--- config.mk ---
export PLATFORM = sky130hd
export DESIGN_NAME = instr_word_encoder_flat
export DESIGN_NICKNAME = d
export VERILOG_FILES = /design/src/rtl/instr_word_encoder_if.sv /design/src/rtl/instr_word_encoder.sv /design/src/flat_wrapper.sv
export SDC_FILE = /design/constraint.sdc
export NUM_CORES = 1
export LEC_CHECK = 0
export ABC_CLOCK_PERIOD_IN_PS = 7300
export CAP_MARGIN = 20
export CELL_PAD_IN_SITES_DETAIL_PLACEMENT = 0
export CELL_PAD_IN_SITES_GLOBAL_PLACEMENT = 1
export CORE_ASPECT_RATIO = 0.6
export CORE_UTILIZATION = 24
export CTS_CLUSTER_DIAMETER = 100
export DETAILED_ROUTE_END_ITERATION = 10
export PLACE_DENSITY = 0.57
export SLEW_MARGIN = 10
export SYNTH_ARGS = -nofsm -noshare
export SYNTH_HDL_FRONTEND = slang
export SYNTH_SLANG_ARGS = --single-unit
export TNS_END_PERCENT = 30
--- constraint.sdc ---
create_clock -name clk -period 7.3 [get_ports clk]
set_input_delay 1.095 -clock clk [delete_from_list [all_inputs] [get_ports clk]]
set_output_delay 1.095 -clock clk [all_outputs]
set_load 0.03 [all_outputs]
--- src/rtl/instr_word_encoder_if.sv ---
// Handshake bundles for the instruction word encoder:
// field-level instruction input and the IMEM write bus.
interface instr_word_encoder_if;
    logic        in_valid;
    logic        in_ready;
    logic [1:0]  in_fmt;
    logic [5:0]  in_op;
    logic [5:0]  in_func;
    logic [4:0]  in_rs;
    logic [4:0]  in_rt;
    logic [4:0]  in_rd;
    logic [4:0]  in_shamt;
    logic [15:0] in_imm;
    logic [25:0] in_target;
    logic        in_last;

    modport master (
        output in_valid, in_fmt, in_op, in_func,
        output in_rs, in_rt, in_rd, in_shamt,
        output in_imm, in_target, in_last,
        input  in_ready
    );

    modport slave (
        input  in_valid, in_fmt, in_op, in_func,
        input  in_rs, in_rt, in_rd, in_shamt,
        input  in_imm, in_target, in_last,
        output in_ready
    );
endinterface

interface imem_wr_if #(
    parameter int ADDR_W = 8
);
    logic              imem_we;
    logic              imem_ready;
    logic [ADDR_W-1:0] imem_addr;
    logic [31:0]       imem_wdata;

    modport master (
        output imem_we, imem_addr, imem_wdata,
        input  imem_ready
    );

    modport slave (
        input  imem_we, imem_addr, imem_wdata,
        output imem_ready
    );
endinterface

--- src/rtl/instr_word_encoder.sv ---
// Packs field-level MIPS instruction descriptions into 32-bit words,
// buffers them in a FIFO and writes them to IMEM at consecutive addresses.
module instr_word_encoder #(
    parameter int ADDR_W = 8,
    parameter int DEPTH  = 4
) (
    input  logic                clk,
    input  logic                rst,
    input  logic                start,
    input  logic [ADDR_W-1:0]   base_addr,
    instr_word_encoder_if.slave in_if,
    imem_wr_if.master           mem_if,
    output logic                busy,
    output logic                done,
    output logic                err_illegal,
    output logic [ADDR_W:0]     word_count
);

    localparam int PW = $clog2(DEPTH);
    localparam logic [ADDR_W:0] CNT_MAX = {1'b1, {ADDR_W{1'b0}}};

    typedef enum logic [1:0] {
        S_IDLE,
        S_RUN,
        S_DRAIN,
        S_DONE
    } state_t;

    state_t            state_q, state_d;
    logic [31:0]       mem_q [DEPTH];
    logic [PW:0]       wptr_q, rptr_q;
    logic [ADDR_W-1:0] addr_q;
    logic [ADDR_W:0]   cnt_q;
    logic              err_q;

    logic        fifo_empty, fifo_full, active;
    logic        fire, push, pop, start_ok;
    logic        legal;
    logic [31:0] word;

    assign fifo_empty = (wptr_q == rptr_q);
    assign fifo_full  = (wptr_q[PW] != rptr_q[PW]) &&
                        (wptr_q[PW-1:0] == rptr_q[PW-1:0]);
    assign active     = (state_q == S_RUN) || (state_q == S_DRAIN);

    assign in_if.in_ready = (state_q == S_RUN) && !fifo_full;
    assign fire     = in_if.in_valid && in_if.in_ready;
    assign push     = fire && legal;
    assign start_ok = start &&
                      ((state_q == S_IDLE) || (state_q == S_DONE));

    assign mem_if.imem_we    = !fifo_empty && active;
    assign mem_if.imem_addr  = addr_q;
    assign mem_if.imem_wdata = mem_q[rptr_q[PW-1:0]];
    assign pop = mem_if.imem_we && mem_if.imem_ready;

    assign busy        = active;
    assign done        = (state_q == S_DONE);
    assign err_illegal = err_q;
    assign word_count  = cnt_q;

    // Field packing and legality check for the offered instruction
    always_comb begin
        word  = 32'h0;
        legal = 1'b0;
        unique case (in_if.in_fmt)
            2'd0: begin
                word  = {6'b0, in_if.in_rs, in_if.in_rt, in_if.in_rd,
                         in_if.in_shamt, in_if.in_func};
                legal = (in_if.in_op == 6'd0);
            end
            2'd1: begin
                word  = {in_if.in_op, in_if.in_rs, in_if.in_rt,
                         in_if.in_imm};
                legal = 1'b1;
            end
            2'd2: begin
                word  = {in_if.in_op, in_if.in_target};
                legal = 1'b1;
            end
            default: begin
                word  = 32'h0;
                legal = 1'b0;
            end
        endcase
    end

    // Next-state logic of the load sequencer
    always_comb begin
        state_d = state_q;
        unique case (state_q)
            S_IDLE, S_DONE: begin
                if (start) state_d = S_RUN;
            end
            S_RUN: begin
                if (fire && in_if.in_last) state_d = S_DRAIN;
            end
            S_DRAIN: begin
                if (fifo_empty) state_d = S_DONE;
            end
            default: state_d = S_IDLE;
        endcase
    end

    // State register
    always_ff @(posedge clk) begin
        if (rst) state_q <= S_IDLE;
        else     state_q <= state_d;
    end

    // FIFO storage; contents are don't-care while the pointers say empty
    always_ff @(posedge clk) begin
        if (push) mem_q[wptr_q[PW-1:0]] <= word;
    end

    // FIFO pointers, write address, word counter and sticky error
    always_ff @(posedge clk) begin
        if (rst) begin
            wptr_q <= '0;
            rptr_q <= '0;
            addr_q <= '0;
            cnt_q  <= '0;
            err_q  <= 1'b0;
        end else begin
            if (push) wptr_q <= wptr_q + (PW+1)'(1);
            if (pop)  rptr_q <= rptr_q + (PW+1)'(1);
            if (start_ok) begin
                addr_q <= base_addr;
                cnt_q  <= '0;
                err_q  <= 1'b0;
            end else begin
                if (pop) begin
                    addr_q <= addr_q + ADDR_W'(1);
                    if (cnt_q != CNT_MAX) cnt_q <= cnt_q + (ADDR_W+1)'(1);
                end
                if (fire && !legal) err_q <= 1'b1;
            end
        end
    end

endmodule

--- src/flat_wrapper.sv ---
// flat-port wrapper written by rule: the top's interface ports become plain ports
module instr_word_encoder_flat 
#(
    parameter int ADDR_W = 8,
    parameter int DEPTH  = 4
)
  (clk, rst, start, base_addr, busy, done, err_illegal, word_count, in_if_in_valid, in_if_in_fmt, in_if_in_op, in_if_in_func, in_if_in_rs, in_if_in_rt, in_if_in_rd, in_if_in_shamt, in_if_in_imm, in_if_in_target, in_if_in_last, in_if_in_ready, mem_if_imem_we, mem_if_imem_addr, mem_if_imem_wdata, mem_if_imem_ready);
  instr_word_encoder_if in_if_i ();
  imem_wr_if #(.ADDR_W(ADDR_W)) mem_if_i ();
  input  logic clk;
  input  logic rst;
  input  logic start;
  input  logic [ADDR_W-1:0] base_addr;
  output logic busy;
  output logic done;
  output logic err_illegal;
  output logic [ADDR_W:0] word_count;
  input wire logic [$bits(in_if_i.in_valid)-1:0] in_if_in_valid;
  input wire logic [$bits(in_if_i.in_fmt)-1:0] in_if_in_fmt;
  input wire logic [$bits(in_if_i.in_op)-1:0] in_if_in_op;
  input wire logic [$bits(in_if_i.in_func)-1:0] in_if_in_func;
  input wire logic [$bits(in_if_i.in_rs)-1:0] in_if_in_rs;
  input wire logic [$bits(in_if_i.in_rt)-1:0] in_if_in_rt;
  input wire logic [$bits(in_if_i.in_rd)-1:0] in_if_in_rd;
  input wire logic [$bits(in_if_i.in_shamt)-1:0] in_if_in_shamt;
  input wire logic [$bits(in_if_i.in_imm)-1:0] in_if_in_imm;
  input wire logic [$bits(in_if_i.in_target)-1:0] in_if_in_target;
  input wire logic [$bits(in_if_i.in_last)-1:0] in_if_in_last;
  output wire logic [$bits(in_if_i.in_ready)-1:0] in_if_in_ready;
  output wire logic [$bits(mem_if_i.imem_we)-1:0] mem_if_imem_we;
  output wire logic [$bits(mem_if_i.imem_addr)-1:0] mem_if_imem_addr;
  output wire logic [$bits(mem_if_i.imem_wdata)-1:0] mem_if_imem_wdata;
  input wire logic [$bits(mem_if_i.imem_ready)-1:0] mem_if_imem_ready;
  assign in_if_i.in_valid = in_if_in_valid;
  assign in_if_i.in_fmt = in_if_in_fmt;
  assign in_if_i.in_op = in_if_in_op;
  assign in_if_i.in_func = in_if_in_func;
  assign in_if_i.in_rs = in_if_in_rs;
  assign in_if_i.in_rt = in_if_in_rt;
  assign in_if_i.in_rd = in_if_in_rd;
  assign in_if_i.in_shamt = in_if_in_shamt;
  assign in_if_i.in_imm = in_if_in_imm;
  assign in_if_i.in_target = in_if_in_target;
  assign in_if_i.in_last = in_if_in_last;
  assign in_if_in_ready = in_if_i.in_ready;
  assign mem_if_imem_we = mem_if_i.imem_we;
  assign mem_if_imem_addr = mem_if_i.imem_addr;
  assign mem_if_imem_wdata = mem_if_i.imem_wdata;
  assign mem_if_i.imem_ready = mem_if_imem_ready;
  instr_word_encoder #(.ADDR_W(ADDR_W), .DEPTH(DEPTH)) u_core (.clk(clk), .rst(rst), .start(start), .base_addr(base_addr), .in_if(in_if_i), .mem_if(mem_if_i), .busy(busy), .done(done), .err_illegal(err_illegal), .word_count(word_count));
endmodule
== Word-level counts from Yosys, hierarchy flattened ==
Memory sizes are Yosys's and may differ from the RTL's. A register that Yosys moved wholly into a read port is not among the register bits.
Cells that the tools add are included.

* Register bits after elaboration: 26
* Memory bits (writable): 128
* Bits of input ports: 90
* Output and inout port bits: 54
* Logic and storage cells: 58
* Memories: 1

{| class="wikitable"
|+ Memory list
! memory !! depth !! bits a word !! rd ports !! clocked after memory_dff !! wr ports !! line !! text
|-
| u_core.mem_q || 4 || 32 || 1 || 1 || 1 || instr_word_encoder.sv:30 || <nowiki>logic [31:0] mem_q [DEPTH];</nowiki>
|}

* Add/subtract/negate cells: 4
* Equality and inequality tests: 12
* Muxes and demuxes: 12
* Reductions and logical operators: 23

{| class="wikitable"
|+ Operators by type and width
! operator !! number
|-
| $pmux 32 s3 || 1
|-
| $mux 8 || 2
|-
| $mux 2 || 5
|-
| $add 9x1->9 const B || 1
|-
| $logic_and 1x1->1 || 9
|-
| $ne 9x9->1 const B || 1
|-
| $add 8x1->8 const B || 1
|-
| $add 3x1->3 const B || 2
|-
| $eq 2x2->1 const B || 3
|-
| $logic_not 6->1 || 1
|-
| $pmux 2 s3 || 1
|-
| $reduce_or 2->1 || 3
|-
| $eq 2x1->1 const B || 2
|-
| $logic_not 2->1 || 2
|-
| $ne 2x2->1 const B || 2
|-
| $eq 3x3->1 || 1
|-
| $logic_not 1->1 || 3
|-
| $reduce_and 3->1 || 1
|-
| $eq 2x2->1 || 1
|-
| $logic_or 1x1->1 || 2
|-
| $mux 1 || 2
|-
| $ne 2x1->1 const B || 1
|-
| $pmux 1 s2 || 1
|-
| $reduce_and 2->1 || 1
|-
| other kinds (2) || 2
|}

== Longest topological paths before layout ==
* Depth after elaboration: 8
* Gate-level depth with buffers: 8
* Gate-level depth less buffers: 6

== Worst setup path before layout ==
No wires, ideal clock.

* Path kind: input to register
* From: input in_if_in_fmt[0]
* To: register u_core.wptr_q[2]
* Setup time: 0.121 ns
* Arrival time: 4.875 ns
* Data required time: 7.179 ns
* Path slack: 2.303 ns
* Stages on the path: 6
* Path buffers: 1
* Path through: ha_1 > clkbuf_1 > nor4b_1 > a21oi_1 > nor3b_1 > mux2_2

* Cells in the longest elaborated chain, start to end: 4
* Elaborated cells on any way between the ends: 6
* Those cells by class: eq/ne: 2; mux: 1; reduce/logical: 3

{| class="wikitable"
|+ Ends and longest elaborated chain
! element !! line !! text
|-
| start: declaration || flat_wrapper.sv:19 || <nowiki>input wire logic [$bits(in_if_i.in_fmt)-1:0] in_if_in_fmt;</nowiki>
|-
| $eq 2x1->1 or $eq 2x2->1 (tied branches) || instr_word_encoder.sv:66 || <nowiki>unique case (in_if.in_fmt)</nowiki>
|-
| $reduce_or 2->1 (no source line) || -- ||
|-
| $pmux 1 s2 (*) || instr_word_encoder.sv:66 ||
|-
| $logic_and 1x1->1 (*) || instr_word_encoder.sv:48 || <nowiki>assign push = fire && legal;</nowiki>
|-
| end signal: assignment || instr_word_encoder.sv:125 || <nowiki>if (push) wptr_q <= wptr_q + (PW+1)'(1);</nowiki>
|-
| end: declaration || instr_word_encoder.sv:31 || <nowiki>logic [PW:0] wptr_q, rptr_q;</nowiki>
|}

Mark *: on every way between the ends. The rest lies on a longest branch, timed or not.
A chain may end at the register's enable or synchronous reset.

== Final worst setup path ==
Ends and elaborated chain as after synthesis.

==> summary.txt <==
Status
  • Status: complete, no violations

Worst setup path
  • Crit end category: register
  • CP Launch Point: in_if_in_fmt[0]
  • R2R Setup Slk: 4.67 ns
  • Critical Path Sink: u_core.wptr_q[2]
  • CP max FO: 27
  • R2r startpoint: u_core.wptr_q[2]
  • Required time worst endpoint: 7.61 ns
  • Worst Path Arrival: 4.30 ns
  • R2R depth: 4
  • Critical path type: input port to register
  • Setup crit start kind: input port
  • R2r endpoint: u_core.mem_q[1][1]

Power and ir drop
  • Maximum VDD drop: 0.165 mV
  • LEAKAGE: 2.88 nW
  • Combinational power share: 19.4%
  • Clock power share: 35.3%
  • Sequential power share: 45.3%
  • Net switching power of the design: 0.000626 W
  • Power Density: 254 nW/um^2
  • Sw frac: 27.4%
  • Pint: 0.00166 W

Synth
  • Post-synth EDFFs: 128
  • Netlist cell types: 44
  • Post-Synthesis Cells: 432
  • Area contributors post-synth: edfxtp_1, mux4_2, dfxtp_1, ha_1, nor2_1
  • Area fraction of the dominant cell type after synthesis: 57.7%
  • Asr flop ratio synth: 0%
  • Yosys warnings: 0
  • Top_reg_cell synth: edfxtp_1
  • Total nets after synthesis: 538
  • Area leader, netlist: edfxtp_1
  • #FFs+latches synth: 156
  • Seq/Total Area, Yosys: 66.2%
  • Mapped Area: 6660 sq um
  • Syn avg cell area: 15.4 sq um

CTS
  • Post-CTS Setup Bufs: 0
  • CTS-repair resized insts: 0
  • Clock buffer count from CTS: 17
  • H-Tree Depth: 4
  • CTS tree: yes
  • Root buf cell: clkbuf_16
  • Clk sinks: 156
  • Skew-Pair Late Insertion Delay: 0.42 ns
  • Max clock buf depth: 2
  • Register clock-pin slew on the reported worst setup and hold paths: 0.06 ns
  • CTS Hold Bufs: 0

Floorplan
  • Core Region: 26800 sq um
  • Die Ht: 131 um
  • Die ar.: 28400 sq um
  • Rows: 46
  • Initial Util: 24.8%
  • Chip width: 217 um
  • Ports: 144

Timing
  • Period Utilization, post-route: 54.6%
  • Hold Vio Cnt, Final: 0
  • Fmax: 251 MHz
  • Unrepaired setup endpoints after global routing: no
  • Pins Over Slew Limit: 0
  • Final hold slack: 0.499 ns
  • Setup TNS: 0 ns
  • Worst-margin pin slew: 0.935 ns
  • Setup-failing EPs final: 0
  • Setup Skew: 0.00902 ns
  • Period minus WS final: 3.99 ns
  • Max transition margin: 37.6%

Global routing
  • Initial antenna violation count: 0
  • First-pass GRT wire length: 26200 um
  • GRT Overall Usage: 12.7%
  • Vias in the first global route: 4479
  • Pin count of the biggest net entering global routing: 33
  • GR Overflow Total: 0

Drt
  • DRC errors left: 0
  • Post-Route WL: 17300 um
  • Via Count: 4256
  • DR WL/cell: 18.4 um
  • Initial DRT Pass Iterations: 8
  • Antenna-violating nets left: 0
  • DRT iter0 DRCs: 268
  • Via/cell ratio: 4.51

Placement
  • Port buffer count: 143
  • RD Place Congestion: 0.788
  • Placement Cell Area: 8470 sq um
  • Post-DP HPWL: 11700 um

Min path
  • Worst hold path type: register to register

Finish
  • Most common cell after layout, fill and taps aside: clkdlybuf4s50_1
  • Final Net Count: 678
  • # diodes: 0
  • Most frequent cells in the layout: clkdlybuf4s50_1, edfxtp_1, nor2_1
  • Area Overhead vs Synth: 35.3%
  • FILL cells: 2631
  • Final instance area: 9010 sq um
  • Fraction of layout cells with a size suffix above 1: 13.0%

Run
  • Maxcap violations: 0
-- layer usage --
layer | GRT usage [%] | share of wire, % | routed length [um] | up-vias
met4 | 4.10 | 0.97 | 168 | 0
met2 | 20.5 | 46 | 8010 | 129
met1 | 16.2 | 46 | 8050 | 2105
met3 | 3.87 | 6.4 | 1120 | 14
li1 | - | - | - | 2008
met5 | 0 | 0 | 0 | -
-- worst min path at each step --
stage	start	slack, ns	cells past startpoint	end
finish	u_core.rptr_q[2]	0.50	2	u_core.rptr_q[2]
global route	u_core.rptr_q[2]	0.55	2	u_core.rptr_q[2]
CTS	u_core.rptr_q[2]	0.50	2	u_core.rptr_q[2]
detailed placement	u_core.rptr_q[2]	0.49	2	u_core.rptr_q[2]
global placement	u_core.rptr_q[2]	0.49	2	u_core.rptr_q[2]
floorplan	u_core.rptr_q[2]	0.47	2	u_core.rptr_q[2]
-- worst max-delay path, cell delays in order --
cell	delay [ns]
clkdlybuf4s50_1	0.45
inv_1	0.10
ha_1	0.69
nor4b_1	0.32
a21oi_1	0.19
nor3b_2	0.56
buf_4	0.50
mux2_2	0.38
-- Yosys cell counts (4+ instances only) --
cell,count
buf_2,4
or3_1,5
a31oi_1,5
mux4_2,32
inv_1,13
a22oi_1,10
and2_1,10
ha_1,16
a311oi_1,4
a21oi_1,13
nor2_1,47
nand3_1,8
a222oi_1,16
xnor2_1,6
nand2_1,11
o21ai_0,8
clkbuf_1,18
mux2_2,4
or4_1,7
edfxtp_1,128
o31ai_1,6
nand2b_1,5
dfxtp_1,28
-- state kept, by name (all words and copies together) (netlist names), named ones only --
register	flops
u_core.word_count	9
u_core.wptr_q	3
u_core.rptr_q	3
u_core.mem_if.imem_addr	8
u_core.err_illegal	1
u_core.mem_q	128
u_core.state_q	2
-- cell families (layout without fill, tap and decap cells) --
family                   Yosys count  count (layout)  share of synthesized area (%)
adder cells (fa/ha/maj)           16              16                           3.01
multiplexers                      37              37                           11.7
AO/OA/AOI/OAI                     73              73                           8.16
XOR/XNOR                           8               8                           1.05
AND/OR/NAND/NOR                  104             104                           7.73
flip-flops                       156             156                           66.2
buffers and inverters             38             190                           2.24
-- power groups by stage --
stage          sequential, W  clock (W)  combinational (W)
4_1_cts              0.00104   0.000831           0.000449
2_1_floorplan        0.00108          0           0.000225
3_3_place_gp         0.00105          0           0.000444
5_1_grt              0.00104   0.000867           0.000477
3_5_place_dp         0.00106          0           0.000447
6_report             0.00104   0.000808           0.000443
-- per-stage QoR --
stage	setup WS [ns]	utilization, %	std cells	power, W
finish	3.31	33.6	944	0.00229
global route	3.03	33.6	944	0.00239
CTS	3.27	33.6	944	0.00232
detailed placement	2.82	31.6	913	0.00150
global placement	2.95	31.6	913	0.00150
floorplan	2.30	-	432	0.00131
-- layout make-up --
type,count,area [sq um],area share (%)
Sequential cell,156,4410,48.9
Multi-Input combinational cell,238,2110,23.5
Timing Repair Buffer,146,1450,16.1
Tap cell,360,450,5.00
Clock buffer,18,429,4.77
Clock inverter,13,103,1.14
Inverter,13,48.8,0.542
No activity file was read; power rests on OpenSTA's default activity.
